<file path="config.mk">
export PLATFORM = sky130hd
export DESIGN_NAME = mc_sequencer
export DESIGN_NICKNAME = d
export VERILOG_FILES = /design/src/rtl/mc_sequencer.sv
export SDC_FILE = /design/constraint.sdc
export NUM_CORES = 1
export LEC_CHECK = 0
export CAP_MARGIN = 20
export CORE_MARGIN = 3
export CORE_UTILIZATION = 44
export CTS_BUF_LIST = sky130_fd_sc_hd__clkbuf_4 sky130_fd_sc_hd__clkbuf_8
export DETAILED_ROUTE_END_ITERATION = 10
export GPL_ROUTABILITY_DRIVEN = 1
export PLACE_DENSITY = 0.82
export SYNTH_ARGS = -nofsm -noshare
export SYNTH_HDL_FRONTEND = slang
export SYNTH_SLANG_ARGS = --single-unit
</file>
<file path="constraint.sdc">
create_clock -name clk -period 2.3 [get_ports clk]
set_input_delay 0.46 -clock clk [delete_from_list [all_inputs] [get_ports clk]]
set_output_delay 0.46 -clock clk [all_outputs]
set_load 0.01 [all_outputs]
</file>
<file path="src/rtl/mc_sequencer.sv">
`default_nettype none
// ---------------------------------------------------------------------------
// mc_sequencer : multi-cycle FETCH/DECODE/EXEC/MEM/WB control sequencer
// Revision     : 1.0
// ---------------------------------------------------------------------------
module mc_sequencer #(
  parameter int MAX_INSTR = 43,
  parameter int CNT_W     = 8
) (
  input  logic             clk,
  input  logic             rst_n,
  input  logic             start,
  input  logic             halt_req,
  input  logic [31:0]      ins,
  input  logic             zero,
  output logic             int_load,
  output logic             ir_we,
  output logic             pc_we,
  output logic             reg_dst,
  output logic             alu_src,
  output logic             mem2reg,
  output logic             reg_write,
  output logic             mem_read,
  output logic             mem_write,
  output logic             beq,
  output logic             j,
  output logic [2:0]       alu_op,
  output logic             busy,
  output logic             done,
  output logic             illegal,
  output logic [CNT_W-1:0] instr_count
);

  localparam logic [2:0] S_IDLE   = 3'd0;
  localparam logic [2:0] S_INIT   = 3'd1;
  localparam logic [2:0] S_FETCH  = 3'd2;
  localparam logic [2:0] S_DECODE = 3'd3;
  localparam logic [2:0] S_EXEC   = 3'd4;
  localparam logic [2:0] S_MEM    = 3'd5;
  localparam logic [2:0] S_WB     = 3'd6;
  localparam logic [2:0] S_HALT   = 3'd7;

  localparam logic [5:0] OP_RTYPE = 6'd0;
  localparam logic [5:0] OP_J     = 6'd2;
  localparam logic [5:0] OP_BEQ   = 6'd4;
  localparam logic [5:0] OP_ADDI  = 6'd8;
  localparam logic [5:0] OP_LW    = 6'd35;
  localparam logic [5:0] OP_SW    = 6'd43;

  localparam logic [5:0] FN_AND = 6'd36;
  localparam logic [5:0] FN_OR  = 6'd37;
  localparam logic [5:0] FN_SUB = 6'd34;
  localparam logic [5:0] FN_SLT = 6'd42;

  localparam logic [2:0] ALU_AND = 3'b000;
  localparam logic [2:0] ALU_OR  = 3'b001;
  localparam logic [2:0] ALU_ADD = 3'b010;
  localparam logic [2:0] ALU_SUB = 3'b110;
  localparam logic [2:0] ALU_SLT = 3'b111;

  localparam logic [CNT_W-1:0] CNT_MAX = '1;
  localparam logic [CNT_W-1:0] CNT_ONE = {{(CNT_W-1){1'b0}}, 1'b1};
  localparam logic [31:0]      MAX_W   = MAX_INSTR;

  logic [2:0]       state;
  logic [2:0]       state_nxt;
  logic [5:0]       opcode;
  logic [5:0]       funct;
  logic             is_rtype;
  logic             is_beq;
  logic             is_lw;
  logic             is_sw;
  logic             exec_op;
  logic             uses_imm;
  logic             retire;
  logic             budget_hit;
  logic             start_run;
  logic [CNT_W-1:0] count_inc;
  logic [2:0]       alu_sel;
  logic             unused_bits;

  // Datapath-owned fields and the zero flag are not needed for sequencing.
  assign unused_bits = ^{ins[25:6], zero};

  assign is_rtype  = (opcode == OP_RTYPE);
  assign is_beq    = (opcode == OP_BEQ);
  assign is_lw     = (opcode == OP_LW);
  assign is_sw     = (opcode == OP_SW);
  assign exec_op   = is_rtype | is_beq | is_lw | is_sw | (opcode == OP_ADDI);
  assign uses_imm  = ~(is_rtype | is_beq);
  assign start_run = start && ((state == S_IDLE) || (state == S_HALT));

  assign retire = ((state == S_DECODE) && (opcode == OP_J)) ||
                  ((state == S_EXEC)   && is_beq)            ||
                  ((state == S_MEM)    && is_sw)             ||
                  (state == S_WB);

  // Saturating count; the budget compare is done at 32 bits so a budget
  // beyond the counter range simply never matches.
  assign count_inc  = (instr_count == CNT_MAX) ? instr_count : instr_count + CNT_ONE;
  assign budget_hit = (32'(count_inc) == MAX_W);

  always_comb begin
    alu_sel = ALU_ADD;
    if (is_rtype) begin
      case (funct)
        FN_OR:   alu_sel = ALU_OR;
        FN_AND:  alu_sel = ALU_AND;
        FN_SUB:  alu_sel = ALU_SUB;
        FN_SLT:  alu_sel = ALU_SLT;
        default: alu_sel = ALU_ADD;
      endcase
    end else if (is_beq) begin
      alu_sel = ALU_SUB;
    end
  end

  always_ff @(posedge clk or negedge rst_n) begin
    if (!rst_n) begin
      state <= S_IDLE;
    end else begin
      state <= state_nxt;
    end
  end

  always_comb begin
    state_nxt = state;
    case (state)
      S_IDLE:   if (start) state_nxt = S_INIT;
      S_INIT:   state_nxt = S_FETCH;
      S_FETCH:  state_nxt = S_DECODE;
      S_DECODE: begin
        if (opcode == OP_J) state_nxt = S_FETCH;
        else if (exec_op)   state_nxt = S_EXEC;
        else                state_nxt = S_HALT;
      end
      S_EXEC: begin
        if (is_beq)             state_nxt = S_FETCH;
        else if (is_lw | is_sw) state_nxt = S_MEM;
        else                    state_nxt = S_WB;
      end
      S_MEM:    state_nxt = is_lw ? S_WB : S_FETCH;
      S_WB:     state_nxt = S_FETCH;
      S_HALT:   if (start) state_nxt = S_INIT;
      default:  state_nxt = S_IDLE;
    endcase
    if (retire && (budget_hit || halt_req)) state_nxt = S_HALT;
  end

  always_ff @(posedge clk or negedge rst_n) begin
    if (!rst_n) begin
      opcode      <= 6'd0;
      funct       <= 6'd0;
      done        <= 1'b0;
      illegal     <= 1'b0;
      instr_count <= '0;
    end else begin
      if (state == S_FETCH) begin
        opcode <= ins[31:26];
        funct  <= ins[5:0];
      end
      if (start_run) begin
        done        <= 1'b0;
        illegal     <= 1'b0;
        instr_count <= '0;
      end
      if (retire) begin
        instr_count <= count_inc;
        if (budget_hit || halt_req) done <= 1'b1;
      end
      if ((state == S_DECODE) && !exec_op && (opcode != OP_J)) illegal <= 1'b1;
    end
  end

  always_comb begin
    int_load  = 1'b0;
    ir_we     = 1'b0;
    pc_we     = 1'b0;
    reg_dst   = 1'b0;
    alu_src   = 1'b0;
    mem2reg   = 1'b0;
    reg_write = 1'b0;
    mem_read  = 1'b0;
    mem_write = 1'b0;
    beq       = 1'b0;
    j         = 1'b0;
    alu_op    = 3'b000;
    busy      = 1'b0;
    case (state)
      S_INIT: begin
        busy     = 1'b1;
        int_load = 1'b1;
        pc_we    = 1'b1;
      end
      S_FETCH: begin
        busy  = 1'b1;
        ir_we = 1'b1;
      end
      S_DECODE: begin
        busy = 1'b1;
        if (opcode == OP_J) begin
          j     = 1'b1;
          pc_we = 1'b1;
        end
      end
      S_EXEC: begin
        busy    = 1'b1;
        alu_src = uses_imm;
        alu_op  = alu_sel;
        if (is_beq) begin
          beq   = 1'b1;
          pc_we = 1'b1;
        end
      end
      S_MEM: begin
        busy      = 1'b1;
        alu_src   = uses_imm;
        alu_op    = alu_sel;
        mem_read  = is_lw;
        mem_write = is_sw;
        pc_we     = is_sw;
      end
      S_WB: begin
        busy      = 1'b1;
        alu_src   = uses_imm;
        alu_op    = alu_sel;
        reg_write = 1'b1;
        pc_we     = 1'b1;
        reg_dst   = is_rtype;
        mem2reg   = is_lw;
        mem_read  = is_lw;
      end
      default: begin
        busy = 1'b0;
      end
    endcase
  end

endmodule
`default_nettype wire

</file>
==> tab_implementation.tex <==
\begin{tabular}{lr}
\hline
Metric & Value \\
\hline
\multicolumn{2}{l}{\textbf{Power}} \\
\quad Total Power Consumption & 0.00276 W \\
\quad Static power due to leakage & 1.01 nW \\
\quad Net switching power of the design & between 0.001 and 0.0015 W \\
\quad Combinational group share of total power & between 60\% and 70\% \\
\quad Power Dens Cells & 1190 mW/mm2 \\
\quad Internal power contribution & 0.00155 W \\
\quad Clock power frac & under 10\% \\
\quad Fraction of power spent switching nets & 43.8\% \\
\quad Power share of the sequential group & between 20\% and 30\% \\
\quad Worst IR drop on VDD & a little under 600 uV \\
\multicolumn{2}{l}{\textbf{Drt}} \\
\quad Total via count in the routed design & 1,588 \\
\quad Total wire length after detailed routing & 5200 um \\
\quad Post-route DRC violation count & 0 \\
\quad First DRT Iteration DRCs & between 150 and 200 \\
\quad Final ANT Viol Nets & 0 \\
\quad Average vias per placed instance & 5.97 \\
\quad Detailed Routing Iterations Pass 1 & 4 \\
\quad Drt wl/cell & 19.6 um \\
\multicolumn{2}{l}{\textbf{STA}} \\
\quad Tightest slew margin relative to the limit & 67.4\% \\
\quad Measured slew at the worst slew-check pin & 0.488 ns \\
\quad Max Clk Rate & 0.401 GHz \\
\quad Worst hold margin & 0.474 ns \\
\quad Share of the clock period used by the worst path after layout & 109\% \\
\quad Setup Skew & 0.00684 ns \\
\quad Max-slew violation count & 0 \\
\quad Count of endpoints failing hold in the final timing report & 0 \\
\quad Post-route minimum period & 2.50 ns \\
\quad Post-route setup slack & -0.197 ns \\
\quad Final-report setup violation count & 8 \\
\quad Setup repair after global routing missed its margin & yes \\
\multicolumn{2}{l}{\textbf{Layout}} \\
\quad Syn-to-layout area delta & 53.2\% \\
\quad Area used by multi-input combinational logic & 985 um2 \\
\quad Ant diodes & 0 \\
\quad Filler cell count in the final layout & about 230 \\
\quad Ratio of cells with drive above 1 in the final layout & a little under two fifths \\
\quad Final core area utilization & about 73\% \\
\quad Storage element area & 627 um2 \\
\quad \# nets final & 261 \\
\multicolumn{2}{l}{\textbf{Global routing}} \\
\quad Sum of overflow across all layers after global routing & 0 \\
\quad Number of antenna violations at the first check in global routing & 0 \\
\quad Pin count of the biggest net entering global routing & 26 \\
\quad Gr usage total & 23.0\% \\
\quad First-pass GRT wire length & 7590 um \\
\quad Via count of the first global-routing pass & around 1,700 \\
\multicolumn{2}{l}{\textbf{Synthesis}} \\
\quad Sequential fraction of the synthesis area & 41.3\% \\
\quad Yosys warns & 0 \\
\quad Most used flip-flop cell after synthesis & dfrtp\_1 \\
\quad Synthesized instance count & 158 \\
\quad Cell with the most instances after synthesis & dfrtp\_1 \\
\quad Share of the synthesized area in the top cell type & roughly two fifths \\
\quad Synthesized area per cell & 9.60 um2 \\
\quad Dominant cells by area after synthesis & dfrtp\_1 (41\%), mux2\_2 (9.7\%), nor2\_1 (3.0\%) \\
\quad Number of nets in the synthesized netlist & around 200 \\
\quad Most common library cells after synthesis & dfrtp\_1 (25), mux2\_2 (13), nor2\_1 (12) \\
\quad Number of flops mapped to enable cells by yosys & 0 \\
\quad Unique masters post-synth & 46 \\
\quad Post-Synthesis Cell Area & 0.00152 mm2 \\
\quad Top cell type by total area after synthesis & dfrtp\_1 \\
\quad FFs w/ async S/R, synth & 100\% \\
\quad Seq cells post-synth & 25 \\
\multicolumn{2}{l}{\textbf{Worst setup path}} \\
\quad Cells on worst reg2reg path & 7 \\
\quad Worst setup SP type & flip-flop \\
\quad Worst setup EP type & output port \\
\quad Data required time at the worst endpoint & 1.84 ns \\
\quad Worst stage delay on the critical path & around 0.58 ns \\
\quad Worst Setup Path Type & reg -> out \\
\quad Cell-by-cell trace of the critical path & or4\_4, nor4b\_4, buf\_4, a211oi\_4, nand2b\_1, buf\_2 \\
\quad Crit path max fanout & 3 \\
\quad Cell type of the slowest stage on the worst timing path & or4\_4 \\
\quad Worst reg2reg setup slack & 0.12 ns \\
\quad Data arrival time at the worst-slack endpoint & 2.04 ns \\
\multicolumn{2}{l}{\textbf{Run status}} \\
\quad Failing checks & negative setup slack \\
\quad Result of the run & complete, but fails checks \\
\multicolumn{2}{l}{\textbf{Floorplan}} \\
\quad Number of placement rows & 20 \\
\quad Overall die area & 0.00419 mm2 \\
\quad Width of the chip & 64.7 um \\
\quad Count of boundary I/O pins & 62 \\
\quad Std-Cell Core Area & 0.00318 mm2 \\
\quad Starting density of the core & 47.7\% \\
\quad Die H & 64.7 um \\
\multicolumn{2}{l}{\textbf{Clock network}} \\
\quad Clock insertion delay at the later pin of the skew report & 0.33 ns \\
\quad Total of hold buffers inserted after clock tree synthesis & 0 \\
\quad Clock root buffer & clkbuf\_4 \\
\quad Clock transition at path regs & between 0.15 and 0.2 ns \\
\quad Max Root-Sink Buffers & 2 \\
\quad Clock tree from TritonCTS & built \\
\quad Number of clock sinks & 25 \\
\quad H-tree levels & 1 \\
\quad Cts bufs inserted & 3 \\
\multicolumn{2}{l}{\textbf{Placement}} \\
\quad Post-detail-place hpwl & between 3000 and 4000 um \\
\quad I/O Buffers & 40 \\
\quad Global placer's final weighted congestion & 0.870 \\
\multicolumn{2}{l}{\textbf{Worst hold path}} \\
\quad Class of the tightest hold or removal check & in -> async \\
\multicolumn{2}{l}{\textbf{Job}} \\
\quad Max cap viols & 0 \\
\hline
\end{tabular}
-- cell type report --
| type | instances | share of cell area (%) |
|---|---|---|
| sequential | 25 | 27.0 |
| multi-input combinational | 121 | 42.4 |
| tap | 44 | 2.37 |
| inverter | 2 | 0.323 |
| clock buffer | 3 | 0.969 |
| timing repair buffer | 70 | 26.6 |
| clock inverter | 1 | 0.377 |
-- state kept, by name (all words and copies together) (netlist names) --
register and cells:
instr_count 8, funct 6, opcode 6, state 3, done 1, illegal 1
-- power groups by stage --
stage / registers (W) / logic, W / clock network (W)
after floorplan: 0.000770 / 0.000800 / 0
after detailed placement: 0.000767 / 0.00140 / 0
final: 0.000787 / 0.00175 / 0.000223
after global placement: 0.000749 / 0.00135 / 0
after CTS: 0.000760 / 0.00155 / 0.000215
after global routing: 0.000811 / 0.00187 / 0.000240
-- timing repair --
| item | CTS | global route |
|---|---|---|
| setup endpoints to repair | 14 | 22 |
| pin swaps | 9 | 12 |
| resized for setup | 56 | 30 |
| cloned | 0 | 0 |
| setup buffers | 13 | 8 |
-- routing by layer --
layer	GRT usage (%)	wire length, um	share of wire, %
met5	0	0	0
met2	41.6	2820	54
met1	25.8	2070	40
met4	12.4	123	2.4
met3	2.95	182	3.5
-- kinds of logic after synthesis --
kind of cell,count (synthesis),share of synthesized area (%)
and+or+nand+nor,76,30.0
AOI/OAI and AO/OA,30,14.2
DFF,25,41.3
muxes,14,10.3
buffers and inverters,12,3.47
adders and majority gates,1,0.825
-- final timing paths --
kind / start / to
hold reg to reg: illegal$_DFFE_PN0P_ / illegal$_DFFE_PN0P_
hold / removal: rst_n / opcode[3]$_DFFE_PN0P_
min in group clk: illegal$_DFFE_PN0P_ / illegal$_DFFE_PN0P_
setup / recovery: opcode[3]$_DFFE_PN0P_ / pc_we
max in group asynchronous: rst_n / opcode[1]$_DFFE_PN0P_
setup reg to reg: opcode[3]$_DFFE_PN0P_ / state[0]$_DFFE_PN0P_
-- cell usage in the layout, fill, tap and decap left out, types with 4 or more instances in the layout --
cell type        synthesis  routed
nand2_1                 11      11
nor2_1                  12       9
a21oi_1                  8       7
mux2_2                  13      13
buf_4                    1      22
dfrtp_1                 25      24
clkdlybuf4s50_1          0      27
nor3_1                   6       4
buf_2                    3       7
and2_1                   4       4
nand3_1                  8       8
buf_6                    0      10
-- metrics by stage --
step           cell area [um2]  instances  TNS [ns]  setup WS (ns)
2_1_floorplan             1520        158         0          0.153
3_3_place_gp              2060        250    -0.650         -0.186
3_5_place_dp              2060        250    -0.709         -0.213
4_1_cts                   2250        267    -0.745         -0.210
5_1_grt                   2320        266     -1.40         -0.273
6_report                  2320        266    -0.708         -0.197
-- worst max-delay path: cells and delay by family, from the launching register on --
kind,cells,cell delay (ns)
compound gates,1,0.04
buf+inv,2,0.30
simple gates,3,0.94
flops,1,0.43
(Power assumes the default switching activity.)
